$ cat src/rtl/guvm_instr_feeder.sv
// guvm_instr_feeder: OBI-style instruction-fetch responder fed from a bench-filled FIFO.
//  clk_i/rst_ni       clock, async active-low reset
//  instr_req_o/addr_o core fetch request and address (inputs here)
//  instr_gnt_i        combinational grant; instr_rvalid_i/rdata_i registered response
//  stall_i/flush_i    grant suppression, FIFO clear
//  push_*             bench FIFO write port; level_o occupancy
//  trace_*            granted fetch address, one cycle later
//  fetch_cnt_o/nop_cnt_o saturating fetch and NOP-answer counters
module guvm_instr_feeder #(
  parameter int          DEPTH    = 8,
  parameter int          DATA_W   = 32,
  parameter logic [DATA_W-1:0] NOP_INSN = 32'h00000013,
  parameter int          CNT_W    = 16
) (
  input  logic                     clk_i,
  input  logic                     rst_ni,
  input  logic                     instr_req_o,
  input  logic [31:0]              instr_addr_o,
  output logic                     instr_gnt_i,
  output logic                     instr_rvalid_i,
  output logic [DATA_W-1:0]        instr_rdata_i,
  input  logic                     stall_i,
  input  logic                     flush_i,
  input  logic                     push_valid_i,
  input  logic [DATA_W-1:0]        push_data_i,
  output logic                     push_ready_o,
  output logic [$clog2(DEPTH):0]   level_o,
  output logic                     trace_valid_o,
  output logic [31:0]              trace_addr_o,
  output logic [CNT_W-1:0]         fetch_cnt_o,
  output logic [CNT_W-1:0]         nop_cnt_o
);
  localparam int AW = $clog2(DEPTH);
  localparam int LW = AW + 1;
  logic [DATA_W-1:0] mem [DEPTH];
  logic [AW-1:0] rd_ptr, wr_ptr;
  logic empty, nop, push, pop;
  assign instr_gnt_i  = instr_req_o & ~stall_i & rst_ni;
  assign push_ready_o = level_o != LW'(DEPTH);
  assign empty        = level_o == '0;
  // a flush discards the queue, so a grant in that cycle sees it as empty
  assign nop          = empty | flush_i;
  assign pop          = instr_gnt_i & ~nop;
  assign push         = push_valid_i & push_ready_o & ~flush_i;
  always_ff @(posedge clk_i) begin
    if (push) mem[wr_ptr] <= push_data_i;
  end
  always_ff @(posedge clk_i or negedge rst_ni) begin
    if (!rst_ni) begin
      rd_ptr         <= '0;
      wr_ptr         <= '0;
      level_o        <= '0;
      instr_rvalid_i <= 1'b0;
      instr_rdata_i  <= '0;
      trace_valid_o  <= 1'b0;
      trace_addr_o   <= '0;
      fetch_cnt_o    <= '0;
      nop_cnt_o      <= '0;
    end else begin
      if (flush_i) begin
        rd_ptr  <= '0;
        wr_ptr  <= '0;
        level_o <= '0;
      end else begin
        rd_ptr  <= rd_ptr + AW'(pop);
        wr_ptr  <= wr_ptr + AW'(push);
        level_o <= level_o + LW'(push) - LW'(pop);
      end
      instr_rvalid_i <= instr_gnt_i;
      trace_valid_o  <= instr_gnt_i;
      if (instr_gnt_i) begin
        instr_rdata_i <= nop ? NOP_INSN : mem[rd_ptr];
        trace_addr_o  <= instr_addr_o;
        if (fetch_cnt_o != '1) fetch_cnt_o <= fetch_cnt_o + 1'b1;
        if (nop && nop_cnt_o != '1) nop_cnt_o <= nop_cnt_o + 1'b1;
      end
    end
  end
endmodule

$ cat config.mk
export PLATFORM = sky130hd
export DESIGN_NAME = guvm_instr_feeder
export DESIGN_NICKNAME = d
export VERILOG_FILES = /design/src/rtl/guvm_instr_feeder.sv
export SDC_FILE = /design/constraint.sdc
export NUM_CORES = 1
export LEC_CHECK = 0
export BUFFER_PORTS_ARGS = -buffer_cell sky130_fd_sc_hd__buf_2
export CAP_MARGIN = 20
export CORE_AREA = 5 5 170 172
export CTS_BUF_LIST = sky130_fd_sc_hd__clkbuf_8
export CTS_CLUSTER_DIAMETER = 30
export DETAILED_ROUTE_END_ITERATION = 16
export DIE_AREA = 0 0 175 177
export HOLD_SLACK_MARGIN = 0.05
export PLACE_DENSITY = 0.8
export REMOVE_ABC_BUFFERS = 1
export SLEW_MARGIN = 20
export SYNTH_ARGS = -nofsm -noshare
export SYNTH_HDL_FRONTEND = slang
export SYNTH_SLANG_ARGS = --single-unit
export TNS_END_PERCENT = 30
$ cat constraint.sdc
create_clock -name clk_i -period 3.8 [get_ports clk_i]
set_clock_uncertainty 0.1 [all_clocks]
set_input_delay 0.76 -clock clk_i [delete_from_list [all_inputs] [get_ports clk_i]]
set_output_delay 0.76 -clock clk_i [all_outputs]
set_load 0.02 [all_outputs]
* Word level (Yosys, flattened, before mapping)
Memories as Yosys holds them, arrays and structs flattened. Cells that the tools add are included.
Cells by class: reductions and logical operators 4, mux-type cells 6, bitwise logic cells 9, $add $sub $neg 6, eq/ne operators 3
Operator list (number):
- 16-bit by 1-bit adder with 16-bit output, second input constant | 2
- 32-bit 2-to-1 mux | 1
- 16-bit inequality test, second input constant | 2
- 3-bit by 1-bit adder with 3-bit output | 2
- 3-bit 2-to-1 mux | 2
- 1-bit bitwise AND | 5
- 4-bit by 1-bit adder with 4-bit output | 1
- 4-bit logical NOT | 1
- 4-bit 2-to-1 mux | 1
- 4-bit inequality test, second input constant | 1
- 2-bit AND reduction | 2
- 4-bit by 1-bit subtractor with 4-bit output | 1
- 1-bit NOT | 3
- 1-bit 2-to-1 mux | 2
- 1-bit logical AND | 1
- 1-bit OR | 1
Storage, ports and cells: register bits after elaboration 107, memories 1, bits in writable memories 256, word-level logic and storage cells 37, output and inout port bits 104
Memories:
- mem | words 8, width 32, rd ports 1, clocked after Yosys merged registers in 0, wr ports 1, line 35 | logic [DATA_W-1:0] mem [DEPTH];

* Longest topological paths before layout
Gate-level depths: netlist of run 1.
word-level depth 6, gate-level depth with buffers 12, gate-level depth less buffers 11

* Least setup slack after synthesis of run 1
OpenSTA, ideal clock, no wires.
path type input to register, from in flush_i, to mem mem[0][0] (enable), data arrival time 3457 ps, required time 3239 ps, stages on the path 4, buffers on the path 0, setup slack -218 ps, cells stage by stage nand2b_1 > a21oi_1 > nand2b_1 > nor3_1
Between the ends: longest elaborated chain between the ends 4
RTL lines:
- start: declaration | line 23 | input logic flush_i,
- 1-bit NOT | line 44 | assign push = push_valid_i & push_ready_o & ~flush_i;
- 1-bit bitwise AND | line 44
- 1-bit 2-to-1 mux | line 46 | if (push) mem[wr_ptr] <= push_data_i;
- 1-bit 2-to-1 mux (not written as such) | line 46
- end: declaration | line 35
Every way passes these cells.

* Worst setup path in the final report of run 1
from in rst_ni, to out instr_gnt_i
Between the ends: longest elaborated chain between the ends 1
RTL lines:
- start: declaration | line 16 | input logic rst_ni,
- 1-bit bitwise AND | line 38 | assign instr_gnt_i = instr_req_o & ~stall_i & rst_ni;
- end: declaration | line 19 | output logic instr_gnt_i,
Every way passes these cells.

==> run summary, run 1 <==
The routed design has 29400 um of wire. Tracing the worst setup path back leads to its startpoint at rst_ni. The post-CTS setup-driven buffer insertion count came out at 0.

The post-detailed-route wirelength per cell is 20.7 um. The total routing resource utilization after global routing is 0.189. The number of levels the H-tree was split into is 3. The fraction of final layout cells with drive strength greater than 1 is 0.330. Detailed placement finished with a half-perimeter wire length of 18400 um.

The floorplan step defined a die boundary enclosing 31000 um^2. The number of buffers and inverters on the critical path is 5. The number of pins with negative max-slew slack in the final report came out at 0. Before CTS, the worst setup slack after placement is 0.696 ns.

The number of global-route vias before repair is 8219. The flow ran to the end, and the final reports show no timing, DRC or antenna violations. The number of warnings reported in the yosys synthesis log came out at 0. For the pin with the worst max-slew slack, the measured transition is 0.922 ns. The largest net degree at the start of global routing came out at 76. The number of different library cells used by synthesis comes to 46. The cell that appears most often on the critical path is sky130_fd_sc_hd__buf_4. The mapped netlist covers 14400 um^2. Setup repair after global routing left no endpoint under its margin. The via count normalized by instance count is 5.60. STA classifies the critical path endpoint as an output port. The most used flip-flop cell after synthesis is sky130_fd_sc_hd__edfxtp_1. Data arrives at the worst endpoint at 1.81 ns. On the worst path, the slowest cell contributes a delay of 0.30 ns. The worst setup margin is 1.13 ns. The number of filler cells placed in the layout is 1925. The post-synthesis average cell area is 18.2 um^2. The number of buffers on the longest clock path came out at 3. The post-route fraction of the period consumed by the critical path came out at 0.703. The congestion estimate from routability-driven global placement came to 0.782. The library cell contributing the largest single delay on the critical path is sky130_fd_sc_hd__buf_4. For this configuration, the core starts out at a cell density of 0.526. The flip-flop and latch count after synthesis came out at 363. The launch point of the worst reg-to-reg path is level_o[2]$_DFF_PN0_.

The critical path class is input pin to output port. The post-synthesis sequential area ratio came out at 0.721. Synthesis produced a netlist whose cell count is 790.

The multi-input combinational cells in the finished layout cover a total of 3810 um^2. The remaining design rule violation count is 0. The number of synthesized flops with an enable pin is 256. The static leakage is 0.00687 uW.

Hold timing on the final database bottoms out at a slack of 0.170 ns. The number of failing hold endpoints at the final stage came out at 0. The worst-case IR drop observed on VDD is 0.000328 V. The power density normalized to cell area is 547 nW/um^2.

The library cells used most frequently in the layout, excluding fill and tap cells, are sky130_fd_sc_hd__edfxtp_1 (256), sky130_fd_sc_hd__buf_2 (172), sky130_fd_sc_hd__nand2_1 (108), sky130_fd_sc_hd__dfrtp_1 (104), sky130_fd_sc_hd__clkbuf_8 (78). The max-cap check violation count came out at 0. The tightest min-delay check is of the input pin to asynchronous set/reset pin type. The standard cell core area is 27300 um^2. The detailed router's first-iteration violation count came out at 533. The top achievable clock speed came out at 374 MHz. Buffers inserted to repair hold after CTS numbered 0. The cell chosen for the clock root is sky130_fd_sc_hd__clkbuf_8.

Setup violations remaining at the end of the flow were counted as 0. The number of rows in the core area is 61. The critical path goes through buf_4 > nand3b_1 > buf_4 > clkinv_1 > buf_4 > buf_2. The number of buffers inserted by port buffering is 173. The area growth from synthesis to layout is 19.1%. After clock tree synthesis, the clock-pin slew on the worst setup and hold paths is 0.05 ns. The total via count after detailed routing came out at 7957. Leaving out fill and tap cells, the most frequent cell in the layout is sky130_fd_sc_hd__edfxtp_1. The highest net fanout along the worst path is 20. The count of antenna diodes in the layout is 0. The sum of overflow across all layers after global routing came out at 0.

The final core area utilization came out at 0.627. The height of the die came out at 177 um. The die is 175 um wide. Broken down by cell family, the worst path's largest delay share belongs to buffers and inverters. The worst endpoint required time came out at 2.94 ns. The worst setup path is launched from an input pin.

Counting flops with an async set or reset pin after synthesis yields a share of 0.295. Clock latency on the worst-skew pair, taken at its later pin, is 0.56 ns. The number of antenna violations at the first check in global routing is 4. The worst-case headroom to the max-slew limit came out at 0.386. Across the whole layout, storage elements account for 10400 um^2. The net count of the finished layout came out at 1102. The total power after layout is 9370 uW. The total iterations of the first detailed-routing run came out at 5.

The number of sinks handled by clock tree synthesis came out at 363. The first global-routing pass estimated 45400 um of wire. The residual antenna-violating net count after detailed routing is 0. The post-layout minimum cycle time is 2.67 ns.

The TritonCTS buffer count is 70. TritonCTS built the clock tree. The number of gates resized after CTS was 0. The total I/O pin count is 174.
## cells in the mapped netlist, types with 2 or more instances
master | instances | area [um^2]
sky130_fd_sc_hd__and4_1 | 5 | 43.8
sky130_fd_sc_hd__mux4_1 | 52 | 1370
sky130_fd_sc_hd__xnor2_1 | 13 | 114
sky130_fd_sc_hd__dfrtp_1 | 107 | 2680
sky130_fd_sc_hd__nor2_1 | 17 | 63.8
sky130_fd_sc_hd__mux2_2 | 32 | 360
sky130_fd_sc_hd__o211ai_1 | 4 | 30.0
sky130_fd_sc_hd__ha_1 | 12 | 150
sky130_fd_sc_hd__clkbuf_1 | 18 | 67.6
sky130_fd_sc_hd__and3_1 | 5 | 31.3
sky130_fd_sc_hd__nand4_1 | 5 | 31.3
sky130_fd_sc_hd__xor2_1 | 18 | 158
sky130_fd_sc_hd__and2_1 | 2 | 12.5
sky130_fd_sc_hd__edfxtp_1 | 256 | 7690
sky130_fd_sc_hd__nand2_1 | 108 | 405
sky130_fd_sc_hd__mux4_2 | 12 | 270
sky130_fd_sc_hd__nand3_1 | 10 | 50.1
sky130_fd_sc_hd__nand2b_1 | 4 | 25.0
sky130_fd_sc_hd__buf_12 | 2 | 40.0
sky130_fd_sc_hd__nor4_1 | 8 | 50.1
sky130_fd_sc_hd__a21oi_1 | 7 | 35.0
sky130_fd_sc_hd__nor4b_1 | 2 | 17.5
sky130_fd_sc_hd__buf_2 | 2 | 10.0
sky130_fd_sc_hd__mux2i_1 | 4 | 40.0
sky130_fd_sc_hd__buf_6 | 7 | 78.8
sky130_fd_sc_hd__a22o_1 | 29 | 254
sky130_fd_sc_hd__inv_1 | 9 | 33.8
sky130_fd_sc_hd__buf_1 | 5 | 18.8
sky130_fd_sc_hd__nor2b_1 | 6 | 37.5
sky130_fd_sc_hd__nor3_1 | 12 | 60.1
sky130_fd_sc_hd__a31oi_1 | 2 | 12.5
## kinds of logic after synthesis
logic type               share of synthesized area
XOR/XNOR                                    0.0189
buffers and inverters                       0.0181
AO/OA/AOI/OAI                               0.0254
multiplexers                                 0.142
AND/OR/NAND/NOR                             0.0633
adder cells (fa/ha/maj)                     0.0118
flip-flops                                   0.721
## final cells by class
cell class	count	share of cell area
inverters	10	0.00219
well taps	346	0.0253
repair buffers	192	0.0631
clock inverters	50	0.0187
flip-flops and latches	363	0.605
multi-input cells	382	0.223
clock buffers	78	0.0627
## report_power, final
part / switching (uW) / total (uW) / leakage, uW / internal (uW)
logic: 626 / 1010 / 0.00239 / 384
clock network: 1590 / 3700 / 0.000782 / 2110
registers: 168 / 4660 / 0.00370 / 4490
## metal layers
layer  global-route usage  part of all wire  wire length, um
met5                    0            0.0013               39
met4               0.0566             0.021              629
met3               0.0508             0.068             2000
met2                0.316              0.49            14300
met1                0.247              0.42            12400
## final timing paths
kind	cells after the start	slack, ns	to
max	6	1.13	instr_gnt_i
min	2	0.17	nop_cnt_o[12]$_DFFE_PN0P_
max reg2reg	6	1.23	mem[2][0]$_DFFE_PP_
min reg2reg	2	0.37	trace_addr_o[16]$_DFFE_PN0P_
max in group asynchronous	4	2.41	nop_cnt_o[9]$_DFFE_PN0P_
min in group clk_i	3	0.30	trace_addr_o[5]$_DFFE_PN0P_
## flip-flops by register name, summed over array words and instances (netlist names)
signal         count
trace_valid_o      1
trace_addr_o      32
fetch_cnt_o       16
mem              256
level_o            4
wr_ptr             3
rd_ptr             3
instr_rdata_i     32
nop_cnt_o         16
## per-stage QoR
stage / setup TNS [ns] / instance area, um^2 / instances
floorplan: -68.93 / 14200 / 755
global placement: 0 / 15700 / 1292
detailed placement: 0 / 15700 / 1292
CTS: 0 / 17100 / 1420
global route: 0 / 17100 / 1421
finish: 0 / 17100 / 1421
Power figures use the tool's default switching activity.
==> run 2: changes to the inputs <==
- clock period: 3.8 -> 2.4 ns (I/O delays scaled with it)
==> run 2 against run 1 <==
Effect of this change:
- final area increased by 5.6%
- routed wire length is 8.3% higher
- worst setup slack lost 0.97 ns
- register-to-register slack got worse by 1.1 ns
- die area unchanged
==> run summary, run 2 (synthesis results as in run 1) <==
The total wire length is 31800 um (+8.3%). STA classifies the critical path endpoint as an output port. The global-route wire length before repair came out at 49300 um (+8.5%). The launch instance of the worst min-delay path is push_data_i[26]. The path depth of the worst reg2reg path came out at 10 (+4). The post-DP HPWL is 19000 um (+3.2%). The worst-case headroom to the max-slew limit came to 0.480 (+0.0947).

The number of buffers on the longest clock path is 3 (unchanged). The worst setup timing slack at the placement stage came to 0.0335 ns (-0.663 ns). The largest voltage drop on the vdd net is 0.000607 V (+85%). In the layout the commonest cells are sky130_fd_sc_hd__edfxtp_1 (256), sky130_fd_sc_hd__buf_2 (172), sky130_fd_sc_hd__nand2_1 (108), sky130_fd_sc_hd__dfrtp_1 (104), sky130_fd_sc_hd__clkbuf_8 (85). The number of flip-flops under the largest register name is 256 (unchanged). The path type of the worst min-delay path is input pin to flip-flop. The met3 usage in global routing came out at 0.0466 (-0.00427). The TritonCTS buffer count came out at 71 (+1.4%). The detailed router's first-iteration violation count came out at 691 (+30%). The initial standard-cell utilization of the core came to 0.526 (unchanged). The root buffer cell chosen for the clock tree is sky130_fd_sc_hd__clkbuf_8. Among the stages of the critical path, the cell type that occurs most often is sky130_fd_sc_hd__buf_4.

The worst setup margin came out at 0.155 ns (-0.974 ns). The number of filler cells placed in the layout came out at 1811 (-5.9%). The worst setup path is launched from an input pin. The worst setup path is of the input pin to output port kind.

The top achievable clock speed came out at 445 MHz. The total via count after detailed routing came out at 8438 (+6.0%). The cell count of the worst hold path came out at 1.

The total iterations of the first detailed-routing run is 5 (unchanged). For this design, the slowest cell found on the critical path is sky130_fd_sc_hd__buf_6. The worst path arrival time came out at 1.67 ns (-0.14 ns).

The total I/O pin count came out at 174 (unchanged). The largest registers in the layout are mem (256), instr_rdata_i (32), trace_addr_o (32). The number of rows in the core area is 61 (unchanged). The run finished with clean final reports. The standard cell core area came out at 27300 um^2 (unchanged).

Setup repair after global routing left no endpoint under its margin. The met1 capacity usage during global routing came out at 0.272 (+0.0253). The largest net degree at the start of global routing came to 66 (-13%). The clock latency on the worst-skew pair is 0.58 ns (+0.02 ns).

The number of failing hold endpoints at the final stage was 0 (unchanged). The startpoint identified for the worst register-to-register timing path is level_o[2]$_DFF_PN0_. The number of sinks handled by clock tree synthesis is 363 (unchanged). The relative area change from synthesis to final layout came out at 25.8%. The worst setup path startpoint is rst_ni. The remaining design rule violation count is 0 (unchanged). The number of antenna violations at the first check in global routing is 2 (-2). The global placement routability congestion came out at 0.807 (+3.2%). The highest net fanout along the worst path was 22 (+10%). The layer flagged by global routing as most heavily used is met2.

The number of buffers inserted by port buffering is 173 (unchanged). The horizontal die dimension came to 175 um (unchanged). The post-layout minimum cycle time is 2.25 ns. The fraction of final layout cells with drive strength greater than 1 is 0.336 (+0.00573). The post-detailed-route wirelength per cell came out at 21.4 um (+3.4%).

The post-CTS setup-driven buffer insertion count is 0 (unchanged). In the finished design, the share of the clock period the worst path needs comes to 0.936. The slew at the pin closest to its max-slew limit came out at 0.780 ns (-0.142 ns).

The combined area of the multi-input logic cells is 3820 um^2 (+0.16%). The signal on the critical path passes through buf_4 > nand3b_1 > buf_6 > clkinv_1 > buf_4 > buf_2. The met2 routing resource usage after global routing was 0.348 (+0.0319). Counting flops per register, the top entry is mem. The max-cap check violation count is 0 (unchanged). The clock transition at the registers of the reported paths was 0.06 ns (about the same). The final setup violation count is 0 (unchanged).

The via count normalized by instance count is 5.67 (+1.2%). The static leakage came out at 0.00727 uW (+5.8%). The number of levels the H-tree was split into came out at 3 (unchanged). The biggest cell delay along the critical path is 0.29 ns (about the same).

The count of antenna diodes in the layout is 0 (unchanged). The net count of the finished layout came out at 1168 (+6.0%). The residual antenna-violating net count after detailed routing came to 0 (unchanged). The worst endpoint required time came out at 1.82 ns (-1.12 ns). The accumulated negative setup slack came out at 0 ns (unchanged). The number of global-route vias before repair came out at 8855 (+7.7%). The sequential cell area was 10400 um^2 (unchanged). The sum of overflow across all layers after global routing is 0 (unchanged). The die outline area is 31000 um^2 (unchanged).

The total routing resource utilization after global routing is 0.207 (+0.0181). The height of the die came out at 177 um (unchanged). The power density normalized to cell area came to 879 nW/um^2 (+61%).

The number of pins with negative max-slew slack in the final report is 0 (unchanged). TritonCTS built the clock tree. The most common cell after layout, fill and taps aside is sky130_fd_sc_hd__edfxtp_1.
-- run 2: stage by stage --
| step | instances | utilization | hold slack [ns] | area [um^2] | power (uW) |
|---|---|---|---|---|---|
| 2_1_floorplan | 755 | - | 0.0844 | 14200 | 8380 |
| 3_3_place_gp | 1311 | 0.585 | 0.354 | 16000 | 9090 |
| 3_5_place_dp | 1311 | 0.585 | 0.357 | 16000 | 9160 |
| 4_1_cts | 1489 | 0.662 | 0.0507 | 18100 | 16000 |
| 5_1_grt | 1489 | 0.662 | 0.0648 | 18100 | 16600 |
| 6_report | 1489 | 0.662 | 0.0831 | 18100 | 15900 |
-- run 2: final cells by class --
type / count / share of cell area
well taps: 346 / 0.0239
repair buffers: 257 / 0.0999
multi-input cells: 382 / 0.211
clock inverters: 46 / 0.0251
inverters: 10 / 0.00207
flip-flops and latches: 363 / 0.573
clock buffers: 85 / 0.0647
-- run 2: worst max-delay path: cells and delay by family --
kind,cells,cell delay (ns)
simple gates,1,0.23
buf+inv,5,0.96
-- run 2: power by group --
part,internal (uW),switching [uW]
sequential,7110,288
clock,4130,2650
combinational,689,1030
total,11900,3970
-- run 2: final timing paths --
kind	end	slack [ns]
worst max-delay path	instr_gnt_i	0.15
worst min-delay path	mem[1][26]$_DFFE_PP_	0.08
worst max register to register	level_o[2]$_DFF_PN0_	0.16
worst min register to register	trace_addr_o[22]$_DFFE_PN0P_	0.37
max in group asynchronous	instr_rdata_i[8]$_DFFE_PN0P_	0.43
min in group asynchronous	nop_cnt_o[8]$_DFFE_PN0P_	0.55
-- run 2: what timing repair did --
action / 4_1_cts / 5_1_grt
gates resized for setup: 0 / 2
endpoints found under the setup margin: 0 / 3
hold buffers: 47 / 0
endpoints found under the hold margin: 166 / 0
-- run 2: metal layers --
layer / share of wire / up-vias
met4: 0.021 / 4
met2: 0.49 / 425
met5: 0.00091 / -
met3: 0.080 / 63
met1: 0.41 / 4224
li1: - / 3722
